$ cat src/rtl/key_tone_arbiter.sv
// Keypad-to-PWM controller: debounces scanner bitmaps, arbitrates held keys
// (last pressed wins) and sequences the amplifier shutdown/wake/enable path.
module key_tone_arbiter #(
    parameter int DEBOUNCE_SCANS = 2,
    parameter int WAKE_CYCLES    = 1000,
    parameter int N_W            = 10,
    parameter int BASE_N         = 478,
    parameter int STEP_N         = 20
) (
    input  logic           clk,
    input  logic           rst_l,
    input  logic           scan,
    input  logic [15:0]    keys,
    input  logic           power,
    output logic [3:0]     btn,
    output logic [N_W-1:0] tone_n,
    output logic           tone_en,
    output logic           shutdown_l
);

    localparam int CNT_W  = $clog2(DEBOUNCE_SCANS + 1);
    localparam int WAKE_W = $clog2(WAKE_CYCLES + 1);
    localparam logic [CNT_W-1:0]  CNT_MAX   = CNT_W'(DEBOUNCE_SCANS);
    localparam logic [CNT_W-1:0]  CNT_ONE   = CNT_W'(1);
    localparam logic [WAKE_W-1:0] WAKE_LAST = WAKE_W'(WAKE_CYCLES - 1);

    typedef enum logic [1:0] {OFF, WAKE, IDLE, PLAY} state_t;

    state_t            state_q;
    logic [15:0]       cand_q, cand_d;
    logic [CNT_W-1:0]  cnt_q, cnt_d;
    logic [15:0]       stable_q, stable_d;
    logic [15:0]       prev_q;
    logic              arb_pend_q;
    logic [WAKE_W-1:0] wake_cnt_q;
    logic [3:0]        btn_q;
    logic              tone_en_q;
    logic              shutdown_l_q;
    logic              accept;
    logic [15:0]       new_keys;
    logic [3:0]        arb_btn;
    logic              arb_valid;

    function automatic logic [3:0] lowest_idx(input logic [15:0] v);
        logic [3:0] idx;
        idx = 4'd0;
        for (int i = 15; i >= 0; i--) begin
            if (v[i]) idx = 4'(i);
        end
        return idx;
    endfunction

    // NOTE: every always_comb output gets a default first so no latch is inferred.
    always_comb begin
        cand_d = cand_q;
        cnt_d  = cnt_q;
        accept = 1'b0;
        if (scan) begin
            if (keys == cand_q) begin
                if (cnt_q != CNT_MAX) cnt_d = cnt_q + CNT_ONE;
            end else begin
                cand_d = keys;
                cnt_d  = CNT_ONE;
            end
            accept = (cnt_d == CNT_MAX);
        end
        stable_d = accept ? cand_d : stable_q;
    end

    // Arbitration sees P = prev_q (stable before the accept) and S = stable_q.
    always_comb begin
        new_keys  = stable_q & ~prev_q;
        arb_valid = 1'b1;
        arb_btn   = btn_q;
        if (new_keys != 16'd0) begin
            arb_btn = lowest_idx(new_keys);
        end else if (stable_q[btn_q]) begin
            arb_btn = btn_q;
        end else if (stable_q != 16'd0) begin
            arb_btn = lowest_idx(stable_q);
        end else begin
            arb_valid = 1'b0;
        end
    end

    // NOTE: sequential state uses non-blocking assignments so all registers update together.
    always_ff @(posedge clk) begin
        if (!rst_l) begin
            state_q      <= OFF;
            cand_q       <= '0;
            cnt_q        <= '0;
            stable_q     <= '0;
            prev_q       <= '0;
            arb_pend_q   <= 1'b0;
            wake_cnt_q   <= '0;
            btn_q        <= 4'd0;
            tone_en_q    <= 1'b0;
            shutdown_l_q <= 1'b0;
        end else begin
            cand_q     <= cand_d;
            cnt_q      <= cnt_d;
            stable_q   <= stable_d;
            prev_q     <= stable_q;
            arb_pend_q <= accept;

            if (state_q != OFF && !power) begin
                state_q      <= OFF;
                tone_en_q    <= 1'b0;
                shutdown_l_q <= 1'b0;
            end else begin
                case (state_q)
                    OFF: begin
                        if (power) begin
                            state_q      <= WAKE;
                            wake_cnt_q   <= '0;
                            shutdown_l_q <= 1'b1;
                        end
                    end
                    WAKE: begin
                        if (wake_cnt_q == WAKE_LAST) state_q <= IDLE;
                        else wake_cnt_q <= wake_cnt_q + WAKE_W'(1);
                    end
                    IDLE: begin
                        if (stable_q != 16'd0) begin
                            state_q   <= PLAY;
                            btn_q     <= lowest_idx(stable_q);
                            tone_en_q <= 1'b1;
                        end
                    end
                    PLAY: begin
                        if (arb_pend_q) begin
                            if (arb_valid) begin
                                btn_q <= arb_btn;
                            end else begin
                                state_q   <= IDLE;
                                tone_en_q <= 1'b0;
                            end
                        end
                    end
                    default: state_q <= OFF;
                endcase
            end
        end
    end

    assign btn        = btn_q;
    assign tone_n     = N_W'(BASE_N - STEP_N * int'(btn_q));
    assign tone_en    = tone_en_q;
    assign shutdown_l = shutdown_l_q;

endmodule

$ cat config.mk
export PLATFORM = sky130hd
export DESIGN_NAME = key_tone_arbiter
export DESIGN_NICKNAME = d
export VERILOG_FILES = /design/src/rtl/key_tone_arbiter.sv
export SDC_FILE = /design/constraint.sdc
export NUM_CORES = 1
export LEC_CHECK = 0
export ABC_AREA = 1
export CORE_UTILIZATION = 40
export DETAILED_ROUTE_END_ITERATION = 8
export PLACE_DENSITY_LB_ADDON = 0.25
export SYNTH_ARGS = -nofsm -noshare
export SYNTH_HDL_FRONTEND = slang
export SYNTH_SLANG_ARGS = --single-unit
export TNS_END_PERCENT = 1
$ cat constraint.sdc
create_clock -name clk -period 2 [get_ports clk]
set_input_delay 0.2 -clock clk [delete_from_list [all_inputs] [get_ports clk]]
set_output_delay 0.2 -clock clk [all_outputs]
set_load 0.05 [all_outputs]
==> reports/metrics.sh <==
STD_CELL_ROWS=33
CRITICAL_PATH_PEAK_FANOUT=2
IRDROPWORSTVDD_mV=0.4249
FIN_CRIT_SH_PCT=116.9
MINIMUM_SETUP_SLACK_IN_THE_FINAL_DESIGN_NS=-0.3374
DETAIL_ROUTE.WL_PER_CELL_UM=11.87
FINAL_MAX_SLEW_VIOL_COUNT=0
GRT.OVERFLOW.TOTAL=0
TOTAL_POWER_DENSITY_PER_CELL_AREA_nW_PER_UM2=650.2
ANT_NETS=0
CLOCK_POWER_SHARE_PCT=37.9
PLACE.PORT_BUFFERS=33
INITIAL_CORE_UTIL_PCT=42.26
CTS_H_TREE_DEPTH=3
STATUS='finished, violations left'
MAX_FREQ_GHz=0.4278
DIE_AREA_UM2=9235
GRT_UTIL_ALL_LAYERS_PCT=18.10
PERIOD_NEEDED_NS=2.337
YOSYSWARNINGS=0
DIE_WIDTH_UM=96.10
POST_SYNTHESIS_INSTANCE_AREA_UM2=3542
AREA_DELTA_SYNTH_FINAL_PCT=23.74
CLOCK-SKEW-FINAL_NS=0.01258
NUM-NETS-FINAL=550
VIAS_IN_THE_FIRST_GLOBAL_ROUTE=2874
ANTENNA_FOUND_INITIAL=0
HOLD_PATH_END='prev_q[1]$_SDFF_PN0_'
CTS-ROOT-BUF='sky130_fd_sc_hd__clkbuf_8'
GRT_SETUP_UNREPAIRED='yes'
GRT_FIRST_PASS_WIRELENGTH_UM=12880
CTS_NUM_SINKS=69
POST-DP-HPWL_UM=5609
SYNTH_AREA_PER_CELL_UM2=7.426
TIMING.CRITICAL_PATH.ARRIVAL_NS=2.14
HOLD_DEPTH=2
TOTALPOWERFINAL_mW=2.850
FIRST_ITER_VIOLATIONS=179
R2R.WORST_PATH.CELLS=13
DIODES=0
TRITONCTS='yes'
TIMING.SETUP.TNS_NS=-1.008
CRITPATHKIND='flop to output pin'
NUM_IO_PINS=36
CRITPATHCAPTURETYPE='output pin'
FINAL_LAYOUT_SIZE_SUFFIX_GT1_SHARE_PCT=17.27
POWER.NET_SWITCHING_mW=0.7444
CLKTRANSATPATHREGS_NS=0.08
NETSWITCHINGFRACTION_PCT=26.12
YS_TYPES=43
DRV.MAX_CAP_VIOLATION_COUNT=0
POWER.LEAKAGE_nW=2.031
SETUP_CRIT_START_KIND='flop'
SYNTHCELLS=477
CP_DATA_REQUIRED_TIME_NS=1.80
COMBINATIONALPOWERSHARE_PCT=12.2
FINALHOLDVIOLATIONS=0
CLOCK_LATENCY_NS=0.34
PIN_COUNT_OF_THE_BIGGEST_NET_ENTERING_GLOBAL_ROUTING=20
DETAIL_ROUTE.VIAS_PER_CELL=4.957
FILLCELLCOUNT=811
WORST-R2R-SETUP-SLACK_NS=0.11
DIE_HEIGHT_UM=96.10
HOLD_START='stable_q[1]$_SDFFE_PN0P_'
CLOCK_PATH_BUFFERS=2
FAILING_CHECKS='negative setup slack'
POSTROUTEWIRELENGTH_UM=7500
HOLD_SLACK_NS=0.4753
FINAL-SEQ-AREA_UM2=1398
WORSTREG2REGSTART='wake_cnt_q[1]$_SDFFE_PN0P_'
TIMING.RR.END='wake_cnt_q[6]$_SDFFE_PN0P_'
YOSYS_REGISTER_BITS=69
MIN-DELAY-PATH-CLASS='flop to flop'
SYNTH_SEQ_AREA_SHARE_PCT=39.00
SETUP_VIOLATIONS=3
MULTI_INPUT_COMB_AREA_UM2=1914
CTS_INSERTED_BUFFERS=9
DRCVIOLATIONCOUNT=0
COUNT_OF_VIAS_PLACED_BY_THE_DETAILED_ROUTER=3133
PLACE_CONGESTION=0.8007
SEQUENTIALPOWERSHARE_PCT=49.9
SYN-NUM-NETS=505
P_INT_mW=2.105
CTS_POST_SETUP_BUFFERS_INSERTED=0
DRT_PASS1_ITERATIONS=5
CORE_AREA_UM2=8382
## power by group through the flow
stage | Combinational (mW) | Clock, mW | Sequential (mW)
after detailed placement | 0.340 | 0 | 1.45
final | 0.347 | 1.08 | 1.42
after CTS | 0.343 | 1.11 | 1.42
after global placement | 0.336 | 0 | 1.45
after floorplan | 0.197 | 0 | 1.47
after global routing | 0.378 | 1.17 | 1.43
## worst max path at each step
stage,slack [ns],startpoint,to
6_report,-0.34,btn[1]$_SDFFE_PN0P_,tone_n[6]
5_1_grt,-0.42,btn[1]$_SDFFE_PN0P_,tone_n[9]
2_1_floorplan,-0.13,btn[3]$_SDFFE_PN0P_,tone_n[9]
4_1_cts,-0.37,btn[1]$_SDFFE_PN0P_,tone_n[9]
3_3_place_gp,-0.05,btn[1]$_SDFFE_PN0P_,tone_n[7]
3_5_place_dp,-0.08,btn[1]$_SDFFE_PN0P_,tone_n[7]
## routing by layer
metal	global-route usage [%]	wire length (µm)	part of all wire, %	up-vias
li1	-	-	-	1633
met1	24.37	3746	50	1403
met2	28.55	3298	44	91
met3	3.791	375	5.0	6
met4	6.343	79	1.1	0
met5	0	0	0	-
## critical path, stage by stage, from the launching register on
cell and delay (ns):
sky130_fd_sc_hd__dfxtp_4 0.35, sky130_fd_sc_hd__ha_4 0.27, sky130_fd_sc_hd__ha_4 0.12, sky130_fd_sc_hd__inv_2 0.03, sky130_fd_sc_hd__fa_1 0.49, sky130_fd_sc_hd__inv_2 0.05, sky130_fd_sc_hd__ha_4 0.26, sky130_fd_sc_hd__clkinvlp_4 0.08
sky130_fd_sc_hd__buf_12 0.15
## cells in the mapped netlist, drive strengths merged
cell	count	area [µm²]
o22ai	1	6.260
o21a	1	7.510
a21oi	26	130.1
fa	1	20.02
buf	7	50.04
nor4	5	46.29
xor2	1	8.760
nor2	55	221.5
o31ai	2	15.01
clkbuf	4	15.01
clkinv	1	3.750
dfxtp	69	1381
conb	2	7.510
mux2i	15	150.1
a22oi	16	165.2
nor3b	1	7.510
nand2	93	359.1
ha	7	87.58
a2111oi	1	8.760
o211ai	3	22.52
o21ai	26	130.1
a211oi	2	15.01
or2	17	106.4
nand4	5	37.53
a31oi	1	6.260
xnor2	12	105.1
nor3	8	45.04
nand3	19	95.09
inv	76	287.8
## flip-flops by register name, indices dropped and copies added, names as in the netlist, 2 cells and up
register and count:
state_q 2, btn 4, wake_cnt_q 10, cand_q 16
stable_q 16, prev_q 16, cnt_q 2
## logic make-up (layout without fill, tap and decap cells)
kind of cell | Yosys count | count (layout) | share of synthesized area (%)
other | 2 | 2 | 0.2120
xor gates and xnor gates | 13 | 13 | 3.214
and+or+nand+nor | 203 | 203 | 25.93
buffers and inverters | 88 | 138 | 10.07
muxes | 15 | 15 | 4.239
AOI/OAI and AO/OA | 79 | 79 | 14.31
adders and majority gates | 8 | 8 | 3.038
DFF | 69 | 69 | 39.00
## layout by cell type (no fill, tap or decap), types with 2 or more instances in the layout
| master | count |
|---|---|
| sky130_fd_sc_hd__nand2_1 | 90 |
| sky130_fd_sc_hd__dfxtp_1 | 64 |
| sky130_fd_sc_hd__inv_1 | 60 |
| sky130_fd_sc_hd__nor2_1 | 51 |
| sky130_fd_sc_hd__a21oi_1 | 26 |
| sky130_fd_sc_hd__clkdlybuf4s50_1 | 26 |
| sky130_fd_sc_hd__o21ai_0 | 21 |
| sky130_fd_sc_hd__nand3_1 | 18 |
| sky130_fd_sc_hd__mux2i_1 | 15 |
| sky130_fd_sc_hd__inv_2 | 14 |
| sky130_fd_sc_hd__buf_4 | 13 |
| sky130_fd_sc_hd__or2_2 | 10 |
| sky130_fd_sc_hd__xnor2_1 | 10 |
| sky130_fd_sc_hd__clkbuf_8 | 10 |
| sky130_fd_sc_hd__a22oi_2 | 9 |
| sky130_fd_sc_hd__or2_1 | 7 |
| sky130_fd_sc_hd__a22oi_1 | 7 |
| sky130_fd_sc_hd__nor3_1 | 6 |
| sky130_fd_sc_hd__nand4_1 | 4 |
| sky130_fd_sc_hd__o21ai_1 | 4 |
| sky130_fd_sc_hd__nor4_1 | 4 |
| sky130_fd_sc_hd__ha_1 | 4 |
| sky130_fd_sc_hd__dfxtp_4 | 4 |
| sky130_fd_sc_hd__buf_12 | 4 |
| sky130_fd_sc_hd__nor2_4 | 3 |
| sky130_fd_sc_hd__o211ai_1 | 3 |
| sky130_fd_sc_hd__ha_4 | 3 |
| sky130_fd_sc_hd__inv_4 | 2 |
| sky130_fd_sc_hd__nand2_2 | 2 |
| sky130_fd_sc_hd__a211oi_1 | 2 |
| sky130_fd_sc_hd__o31ai_1 | 2 |
| sky130_fd_sc_hd__conb_1 | 2 |
| sky130_fd_sc_hd__clkbuf_1 | 2 |
| sky130_fd_sc_hd__clkinv_2 | 2 |
## stage by stage
step	util (%)	std cells	worst slack, ns	cell area (µm²)
after floorplan	-	477	-0.1334	3630
after global placement	49.53	616	-0.05252	4151
after detailed placement	49.53	616	-0.08166	4151
after CTS	51.83	632	-0.3723	4344
after global routing	52.29	632	-0.4194	4383
final	52.29	632	-0.3374	4383
## repair_timing
action | in CTS | in global routing
resized for setup | 2 | 11
hold buffers | 0 | 0
endpoints found under the setup margin | 4 | 11
pin swaps | 2 | 0
## cell type report
type,count,area share (%)
Timing Repair Buffer,45,10.45
Inverter,77,6.737
Sequential cell,69,31.89
Multi-Input combinational cell,320,43.68
Clock inverter,3,0.3711
Tap cell,105,2.997
Clock buffer,13,3.882
No activity file was read; power rests on OpenSTA's default activity.
